$ cat src/rtl/ycbcr_pkg.sv
// rtl/ycbcr_pkg.sv - colour matrix modes, coefficient struct and coefficient table for ycbcr2rgb_stream
package ycbcr_pkg;

    typedef enum logic [1:0] {
        YCC_601L   = 2'd0,
        YCC_601F   = 2'd1,
        YCC_709L   = 2'd2,
        YCC_BYPASS = 2'd3
    } ycc_mode_t;

    // Fields are wide enough for any MSIZE; users slice to MSIZE+2 (coefficients) / DSIZE (yoff).
    typedef struct packed {
        logic [31:0] ky;
        logic [31:0] rcr;
        logic [31:0] gcb;
        logic [31:0] gcr;
        logic [31:0] bcb;
        logic [31:0] yoff;
    } ycc_coef_t;

    // round(milli/1000 * 2^msize), round half up
    function automatic logic [31:0] fixq(input longint milli, input int msize);
        return 32'(((milli << msize) + 64'sd500) / 64'sd1000);
    endfunction

    // Bypass mode gets the BT.601 limited set, so it falls back to mode 0 when the bypass path is absent.
    function automatic ycc_coef_t ycc_coefs(input ycc_mode_t mode, input int dsize, input int msize);
        ycc_coef_t c;
        logic [31:0] yo;
        yo = 32'(16 << (dsize - 8));
        case (mode)
            YCC_601F: c = '{ky: fixq(1000, msize), rcr: fixq(1402, msize), gcb: fixq(344, msize),
                            gcr: fixq(714, msize), bcb: fixq(1772, msize), yoff: 32'd0};
            YCC_709L: c = '{ky: fixq(1164, msize), rcr: fixq(1793, msize), gcb: fixq(213, msize),
                            gcr: fixq(533, msize), bcb: fixq(2112, msize), yoff: yo};
            default:  c = '{ky: fixq(1164, msize), rcr: fixq(1596, msize), gcb: fixq(392, msize),
                            gcr: fixq(813, msize), bcb: fixq(2017, msize), yoff: yo};
        endcase
        return c;
    endfunction

endpackage

$ cat src/rtl/ycbcr2rgb_chan.sv
// rtl/ycbcr2rgb_chan.sv - one RGB channel, products/round/clamp stages; bypass path built only with YCBCR2RGB_BYPASS_EN
module ycbcr2rgb_chan
    import ycbcr_pkg::*;
#(
    parameter int DSIZE  = 8,
    parameter int MSIZE  = 12,
    parameter bit SUB_CB = 1'b0,
    parameter bit SUB_CR = 1'b0
) (
    input  logic                   clock,
    input  logic                   reset,
    input  logic                   en,
    input  logic                   ld,
`ifdef YCBCR2RGB_BYPASS_EN
    input  logic                   byp,
    input  logic [DSIZE-1:0]       raw,
`endif
    input  logic signed [DSIZE:0]  ym,
    input  logic signed [DSIZE:0]  cbm,
    input  logic signed [DSIZE:0]  crm,
    input  logic [MSIZE+1:0]       ky,
    input  logic [MSIZE+1:0]       kcb,
    input  logic [MSIZE+1:0]       kcr,
    output logic [DSIZE-1:0]       q
);

    localparam int AW = DSIZE + MSIZE + 4;
    localparam logic signed [AW-1:0] RND = {{(AW - MSIZE){1'b0}}, 1'b1, {(MSIZE - 1){1'b0}}};

    logic signed [AW-1:0] p_y, p_cb, p_cr;
    logic signed [AW-1:0] acc, sum3;
    logic [DSIZE-1:0]     clamped;

    // S2: the three products for this channel
    always_ff @(posedge clock or posedge reset) begin
        if (reset) begin
            p_y  <= '0;
            p_cb <= '0;
            p_cr <= '0;
        end else if (en) begin
            p_y  <= AW'(ym)  * AW'($signed({1'b0, ky}));
            p_cb <= AW'(cbm) * AW'($signed({1'b0, kcb}));
            p_cr <= AW'(crm) * AW'($signed({1'b0, kcr}));
        end
    end

    // Signed sum with per-channel term signs plus the half-LSB rounding constant
    always_comb begin
        acc = p_y + (SUB_CB ? -p_cb : p_cb) + (SUB_CR ? -p_cr : p_cr) + RND;
    end

    // S3: rounded result, arithmetic shift drops the fraction
    always_ff @(posedge clock or posedge reset) begin
        if (reset) begin
            sum3 <= '0;
        end else if (en) begin
            sum3 <= acc >>> MSIZE;
        end
    end

    // Clamp to the unsigned output range
    always_comb begin
        if (sum3[AW-1]) begin
            clamped = '0;
        end else if (|sum3[AW-2:DSIZE]) begin
            clamped = '1;
        end else begin
            clamped = sum3[DSIZE-1:0];
        end
    end

`ifdef YCBCR2RGB_BYPASS_EN
    logic             byp2, byp3;
    logic [DSIZE-1:0] raw2, raw3;

    // Raw component and bypass flag ride alongside S2/S3 so latency matches the matrix path
    always_ff @(posedge clock or posedge reset) begin
        if (reset) begin
            byp2 <= 1'b0;
            byp3 <= 1'b0;
            raw2 <= '0;
            raw3 <= '0;
        end else if (en) begin
            byp2 <= byp;
            byp3 <= byp2;
            raw2 <= raw;
            raw3 <= raw2;
        end
    end

    // S4: output register, loaded only with valid pixels
    always_ff @(posedge clock or posedge reset) begin
        if (reset) begin
            q <= '0;
        end else if (ld) begin
            q <= byp3 ? raw3 : clamped;
        end
    end
`else
    // S4: output register, loaded only with valid pixels
    always_ff @(posedge clock or posedge reset) begin
        if (reset) begin
            q <= '0;
        end else if (ld) begin
            q <= clamped;
        end
    end
`endif

endmodule

$ cat src/rtl/ycbcr2rgb_stream.sv
// rtl/ycbcr2rgb_stream.sv - handshaked 4-stage YCbCr to RGB converter; YCBCR2RGB_BYPASS_EN enables mode 3 pass-through
module ycbcr2rgb_stream
    import ycbcr_pkg::*;
#(
    parameter int DSIZE = 8,
    parameter int MSIZE = 12
) (
    input  logic             clock,
    input  logic             reset,
    input  logic             in_valid,
    output logic             in_ready,
    input  logic [DSIZE-1:0] in_y,
    input  logic [DSIZE-1:0] in_cb,
    input  logic [DSIZE-1:0] in_cr,
    input  logic [1:0]       in_mode,
    input  logic             in_sof,
    input  logic             in_eol,
    output logic             out_valid,
    input  logic             out_ready,
    output logic [DSIZE-1:0] out_r,
    output logic [DSIZE-1:0] out_g,
    output logic [DSIZE-1:0] out_b,
    output logic             out_sof,
    output logic             out_eol
);

    localparam int CW = MSIZE + 2;
    localparam int VW = DSIZE + 1;
    localparam logic [VW-1:0] HALF = {2'b01, {(DSIZE - 1){1'b0}}};
    localparam ycc_coef_t CTAB [4] = '{
        ycc_coefs(YCC_601L,   DSIZE, MSIZE),
        ycc_coefs(YCC_601F,   DSIZE, MSIZE),
        ycc_coefs(YCC_709L,   DSIZE, MSIZE),
        ycc_coefs(YCC_BYPASS, DSIZE, MSIZE)
    };

    logic en;
    logic v1, v2, v3;
    logic sof1, sof2, sof3, eol1, eol2, eol3;
    logic signed [VW-1:0] ym1, cbm1, crm1;
    logic [CW-1:0] ky1, rcr1, gcb1, gcr1, bcb1;
    logic [CW-1:0] ky_n, rcr_n, gcb_n, gcr_n, bcb_n;
    logic [DSIZE-1:0] yoff_n;

    // Whole pipeline moves as one; a full output stage only drains when the sink takes it
    assign en       = !out_valid || out_ready;
    assign in_ready = en;

    // Coefficient set for the incoming pixel's mode
    always_comb begin
        ky_n   = CTAB[in_mode].ky[CW-1:0];
        rcr_n  = CTAB[in_mode].rcr[CW-1:0];
        gcb_n  = CTAB[in_mode].gcb[CW-1:0];
        gcr_n  = CTAB[in_mode].gcr[CW-1:0];
        bcb_n  = CTAB[in_mode].bcb[CW-1:0];
        yoff_n = CTAB[in_mode].yoff[DSIZE-1:0];
    end

    // S1: offsets removed and coefficients captured, so the mode follows its own pixel
    always_ff @(posedge clock or posedge reset) begin
        if (reset) begin
            v1   <= 1'b0;
            sof1 <= 1'b0;
            eol1 <= 1'b0;
            ym1  <= '0;
            cbm1 <= '0;
            crm1 <= '0;
            ky1  <= '0;
            rcr1 <= '0;
            gcb1 <= '0;
            gcr1 <= '0;
            bcb1 <= '0;
        end else if (en) begin
            v1   <= in_valid;
            sof1 <= in_sof;
            eol1 <= in_eol;
            ym1  <= $signed({1'b0, in_y})  - $signed({1'b0, yoff_n});
            cbm1 <= $signed({1'b0, in_cb}) - $signed(HALF);
            crm1 <= $signed({1'b0, in_cr}) - $signed(HALF);
            ky1  <= ky_n;
            rcr1 <= rcr_n;
            gcb1 <= gcb_n;
            gcr1 <= gcr_n;
            bcb1 <= bcb_n;
        end
    end

    // Valid bits and frame markers for S2..S4
    always_ff @(posedge clock or posedge reset) begin
        if (reset) begin
            v2        <= 1'b0;
            v3        <= 1'b0;
            out_valid <= 1'b0;
            sof2      <= 1'b0;
            sof3      <= 1'b0;
            eol2      <= 1'b0;
            eol3      <= 1'b0;
            out_sof   <= 1'b0;
            out_eol   <= 1'b0;
        end else if (en) begin
            v2        <= v1;
            v3        <= v2;
            out_valid <= v3;
            sof2      <= sof1;
            sof3      <= sof2;
            eol2      <= eol1;
            eol3      <= eol2;
            if (v3) begin
                out_sof <= sof3;
                out_eol <= eol3;
            end
        end
    end

`ifdef YCBCR2RGB_BYPASS_EN
    logic             byp1;
    logic [DSIZE-1:0] rawy1, rawcb1, rawcr1;

    // Raw components and the bypass flag for mode 3
    always_ff @(posedge clock or posedge reset) begin
        if (reset) begin
            byp1   <= 1'b0;
            rawy1  <= '0;
            rawcb1 <= '0;
            rawcr1 <= '0;
        end else if (en) begin
            byp1   <= (in_mode == 2'd3);
            rawy1  <= in_y;
            rawcb1 <= in_cb;
            rawcr1 <= in_cr;
        end
    end
`endif

    ycbcr2rgb_chan #(.DSIZE(DSIZE), .MSIZE(MSIZE), .SUB_CB(1'b0), .SUB_CR(1'b0)) u_r (
        .clock(clock), .reset(reset), .en(en), .ld(en && v3),
`ifdef YCBCR2RGB_BYPASS_EN
        .byp(byp1), .raw(rawy1),
`endif
        .ym(ym1), .cbm(cbm1), .crm(crm1),
        .ky(ky1), .kcb('0), .kcr(rcr1), .q(out_r)
    );

    ycbcr2rgb_chan #(.DSIZE(DSIZE), .MSIZE(MSIZE), .SUB_CB(1'b1), .SUB_CR(1'b1)) u_g (
        .clock(clock), .reset(reset), .en(en), .ld(en && v3),
`ifdef YCBCR2RGB_BYPASS_EN
        .byp(byp1), .raw(rawcb1),
`endif
        .ym(ym1), .cbm(cbm1), .crm(crm1),
        .ky(ky1), .kcb(gcb1), .kcr(gcr1), .q(out_g)
    );

    ycbcr2rgb_chan #(.DSIZE(DSIZE), .MSIZE(MSIZE), .SUB_CB(1'b0), .SUB_CR(1'b0)) u_b (
        .clock(clock), .reset(reset), .en(en), .ld(en && v3),
`ifdef YCBCR2RGB_BYPASS_EN
        .byp(byp1), .raw(rawcr1),
`endif
        .ym(ym1), .cbm(cbm1), .crm(crm1),
        .ky(ky1), .kcb(bcb1), .kcr('0), .q(out_b)
    );

endmodule
$ cat config.mk
export PLATFORM = sky130hd
export DESIGN_NAME = ycbcr2rgb_stream
export DESIGN_NICKNAME = d
export VERILOG_FILES = /design/src/rtl/ycbcr_pkg.sv /design/src/rtl/ycbcr2rgb_chan.sv /design/src/rtl/ycbcr2rgb_stream.sv
export SDC_FILE = /design/constraint.sdc
export NUM_CORES = 2
export LEC_CHECK = 0
export ABC_AREA = 0
export BUFFER_PORTS_ARGS = -buffer_cell sky130_fd_sc_hd__buf_2
export CAP_MARGIN = 10
export CORE_MARGIN = 3
export CORE_UTILIZATION = 60
export CTS_CLUSTER_DIAMETER = 200
export CTS_CLUSTER_SIZE = 12
export DETAILED_ROUTE_END_ITERATION = 8
export PLACE_DENSITY = 0.79
export SLEW_MARGIN = 20
export SYNTH_ARGS = -nofsm -noshare
export SYNTH_HDL_FRONTEND = slang
export SYNTH_SLANG_ARGS = --single-unit
export TNS_END_PERCENT = 5
$ cat constraint.sdc
create_clock -name clock -period 8.5 [get_ports clock]
set_input_delay 1.7 -clock clock [delete_from_list [all_inputs] [get_ports clock]]
set_output_delay 1.7 -clock clock [all_outputs]
set_load 0.1 [all_outputs]
Yosys cells after proc, flatten, opt, wreduce, memory -nomap -nowiden

Cells that the tools add are included.
W data, S select, Z words.

Add/subtract/negate cells: 12
$lt $le $gt $ge: 1
Muxes and demuxes: 9
Reduce and logical (&&, ||, !) cells: 7
Multiply operators: 5
Bitwise operators: 1

Operators with widths:

| operator                 | number |
|---|---|
| $bmux W192 S2            | 1 |
| $mux W174                | 2 |
| $mul A9 B15 Y24          | 5 |
| $add A24 B24 Y24         | 4 |
| $add A24 B13 Y24 const B | 3 |
| $mux W8                  | 6 |
| $neg A24 Y24             | 2 |
| $reduce_or A15 Y1        | 3 |
| $sub A8 B8 Y9 const B    | 2 |
| $sub A8 B8 Y9            | 1 |
| $ge A3 B3 Y1 const B     | 1 |
| $not A2 Y3               | 1 |
| $reduce_and A2 Y1        | 1 |
| $logic_and A1 B1 Y1      | 1 |
| $logic_not A1 Y1         | 1 |
| $logic_or A1 B1 Y1       | 1 |

Register bits: 289
Word-level logic and storage cells: 66
Output and inout port bits: 28
Input bits: 32

Logic depth before layout (Yosys ltp)

Depth in word-level cells: 5
Gate-level depth with buffers: 22

Cells and area by module

Synthesis repeated with hierarchy kept, for this count alone.

Cell total of the unflattened synthesis: 5471
Area total of the unflattened synthesis: 53620.2 sq um

Modules (own cells, without submodules):

| module               | cells an instance | area an instance (sq um) | instances |
|---|---|---|---|
| ycbcr2rgb_chan (u_b) | 1772              | 17309.1                  | 1 |
| ycbcr2rgb_chan (u_g) | 1822              | 17250.3                  | 1 |
| ycbcr2rgb_chan (u_r) | 1753              | 17196.5                  | 1 |
| ycbcr2rgb_stream     | 124               | 1864.3                   | 1 |

Least setup slack after synthesis

No wires, ideal clock.

Path type: register -> register
From: reg rcr1[9] (netlist name)
To: reg u_g.p_cr[23]
Path slack: 3096 ps
Setup time: 122 ps
Cell stages (with the launch flop): 18
Arrival: 5283 ps
Clock period less this slack: 5404 ps
Cells stage by stage: dfrtp_1 -> buf_1 -> nand2_1 -> inv_1 -> fa_1 -> fa_1 -> inv_1 -> fa_1 -> inv_1 -> fa_1 -> fa_1 -> ha_1 -> a21oi_1 -> o21a_1 -> o31ai_4 -> a21oi_1 -> or3_1 -> a32o_1

RTL lines:

| element              | line                 | RTL |
|---|---|---|
| end signal, assigned | ycbcr2rgb_chan.sv:43 | `p_cr <= AW'(crm) * AW'($signed({1'b0, kcr}));` |
| end, declared        | ycbcr2rgb_chan.sv:30 | `logic signed [AW-1:0] p_y, p_cb, p_cr;` |

==> run metrics <==
outcome=completed; Crit path required time=just under 9000 ps; Post-DP Area=between 0.02 and 0.03 sq mm; final net count=3519; All-Layer GR Usage=approximately 29%; Routed Antenna Nets=0; first drt pass iteration count=5; CTS tree=built; synth unique cells=73; fin worst setup slack=2390 ps; Hold Violations, Final=0; Synth Flop Type=dfrtp_1; setup TNS=0 ps; yosys warns=0; critical hold path startpoint=eol2$_DFFE_PP0N_; Max Cap Viol=0; vias=19055; largest net degree at the start of global routing=91; CTS Buf Count=21; Worst setup EP type=register; die width=~210 microns; Post-synth EDFFs=0; Die Ht=213 microns; Vias/cell=5.82; slew margin rel.=about 26%; post-cts hold buffer count=0; Peak Freq=164 MHz; share of layout cells above drive strength 1=4.57%; Buffers on Ports=59; fin. max-slew vios=0; endpoints failing setup=0; CP Class=register to register; Cell Rows=75; CP Launch Type=register; placed cell count=3253; unrepaired setup endpoints after global routing=false; post-DP HPWL=between 50000 and 60000 microns; design area=0.0270 sq mm; DR DRC count=0; violation count after the first detailed-route iteration=approximately 1400; FILL cells=3480; vias in the first global route=19748; first-pass GRT wire length=104000 microns; postcts setup bufs=0; H-tree Lvls=1; Hold Path Class=register to register; CTS resizes=0; Antenna diodes=0; Gate Count Post-Synth=~2700; clock-pin slew of the registers on the worst-case setup and hold paths=~60 ps; per-cell routed wire length=19.5 microns; Initial Util=just over 60%; post-synthesis sequential area ratio=roughly a fifth; Post-Syn Area=0.0257 sq mm; gr ovfl total=0; Async SR Flop Fraction=100%; Reg-to-Reg Start=rcr1[8]$_DFFE_PP0N_; crit path time final=6110 ps; CORE AREA=~0.042 sq mm; worst skew pair latency=about 560 ps; WP data arrival=6510 ps; Layout Cells excl Fill=3276; Placer Congestion=0.981; Slew @ Worst Pin=1110 ps; I/O Pins=60; drt total wl=between 60000 and 70000 microns; critical path launch point=rcr1[8]$_DFFE_PP0N_; syn_area_per_cell=9.41 sq um; # clock sinks=209; Layout area overhead=4.98%; Yosys reg bits=between 200 and 250; final period utilization=71.9%; clk_skew=38.5 ps; Clock Tree Root=clkbuf_16; CP Max Fanout=24; Max clock buf depth=3; Post-Place Setup Slack=2340 ps; initial antenna violation count=1; die area=between 0.04 and 0.05 sq mm
[per-layer routing]
layer	global-route usage, %	wire length (microns)
met1	40.5	28400
met2	47.5	29500
met3	4.48	3820
met4	8.12	2060
met5	0	0
[layout by cell type (no fill, tap or decap), types with 66 or more instances in the layout]
cell type / instances
xnor2_1: 66
dfrtp_1: 208
ha_1: 479
fa_1: 271
and2_1: 89
o21ai_0: 98
inv_1: 397
nand2_1: 312
a21oi_1: 166
nor2_1: 135
[final timing paths]
check                                                 to  cells past startpoint  slack (ps)
worst min-delay path                    eol2$_DFFE_PP0N_                      2         470
max in group asynchronous           rcr1[10]$_DFFE_PP0N_                      3        5850
worst min register to register          eol2$_DFFE_PP0N_                      2         470
worst max register to register  u_b.p_cb[21]$_DFFE_PP0N_                     20        2390
worst max-delay path            u_b.p_cb[21]$_DFFE_PP0N_                     20        2390
min in group asynchronous             ym1[0]$_DFFE_PP0N_                      2        1250
[cell usage after synthesis (4+ instances only)]
cell type | instances | share of area [%]
inv_1 | 398 | 5.8
fa_1 | 271 | 21
a31oi_1 | 15 | 0.36
nand3_1 | 19 | 0.37
o21bai_1 | 17 | 0.50
o211ai_1 | 9 | 0.26
o21ai_0 | 98 | 1.9
buf_1 | 11 | 0.16
clkbuf_1 | 80 | 1.2
a21o_1 | 56 | 1.6
o21ai_1 | 6 | 0.12
nand2b_1 | 19 | 0.46
nor2_1 | 135 | 2.0
nor3_1 | 17 | 0.33
o21a_1 | 15 | 0.44
a211oi_1 | 11 | 0.32
nor4_1 | 6 | 0.15
a21oi_1 | 166 | 3.2
ha_1 | 479 | 23
xnor2_1 | 66 | 2.2
nand3b_1 | 8 | 0.23
and3_1 | 10 | 0.24
nor4b_1 | 4 | 0.14
or2_2 | 9 | 0.22
dfrtp_1 | 209 | 20
nor3b_1 | 6 | 0.18
o31ai_1 | 28 | 0.82
xor2_1 | 59 | 2.0
nor2b_1 | 24 | 0.58
or4_1 | 5 | 0.15
nand2_1 | 312 | 4.6
and2_1 | 89 | 2.2
nand4_1 | 14 | 0.34
[per-stage QoR]
stage | utilization [%] | hold WS [ps]
global placement | 62.8 | 450
global route | 64.1 | 489
floorplan | - | 435
detailed placement | 62.8 | 456
finish | 64.1 | 466
CTS | 64.1 | 469
[final cells by class]
cell class	instances	area, sq um	share of cell area (%)
Inverter	399	1510	5.59
Sequential cell	209	5230	19.4
Timing Repair Buffer	72	393	1.45
Clock buffer	21	526	1.95
Multi-Input combinational cell	2034	18700	69.1
Clock inverter	2	17.5	0.0648
Tap cell	539	674	2.50
[state kept, by name, summed over array words and instances (netlist names), 8 cells and up]
name	count
u_g.p_cb	24
u_g.p_cr	24
u_b.p_cb	19
u_r.p_cr	19
u_r.p_y	19
u_b.sum3	12
u_g.sum3	12
u_r.sum3	12
ym1	9
cbm1	8
crm1	8
u_b.q	8
u_g.q	8
u_r.q	8
[worst max-delay path, stage by stage (launching register included)]
cell	delay (ps)
dfrtp_1	1080
and2_1	310
inv_1	70
fa_1	360
inv_1	90
fa_1	400
ha_1	290
inv_1	40
fa_1	470
inv_1	40
ha_1	270
ha_1	240
fa_1	470
a21o_1	220
a211oi_1	410
o21ai_1	170
a31oi_1	240
o21ai_1	180
a31oi_1	350
o21a_1	190
o311ai_1	80
[kinds of logic after synthesis]
group,synth area share [%]
fa+ha+maj,44.4
simple gates,12.5
buf+inv,7.19
compound gates,11.2
flops,20.3
xor+xnor,4.26
mux,0.0875
other cells,0.0146
Power is left out: the tool's default activity adds up to more than one toggle a clock period on the data nets, which glitch-free logic cannot reach.
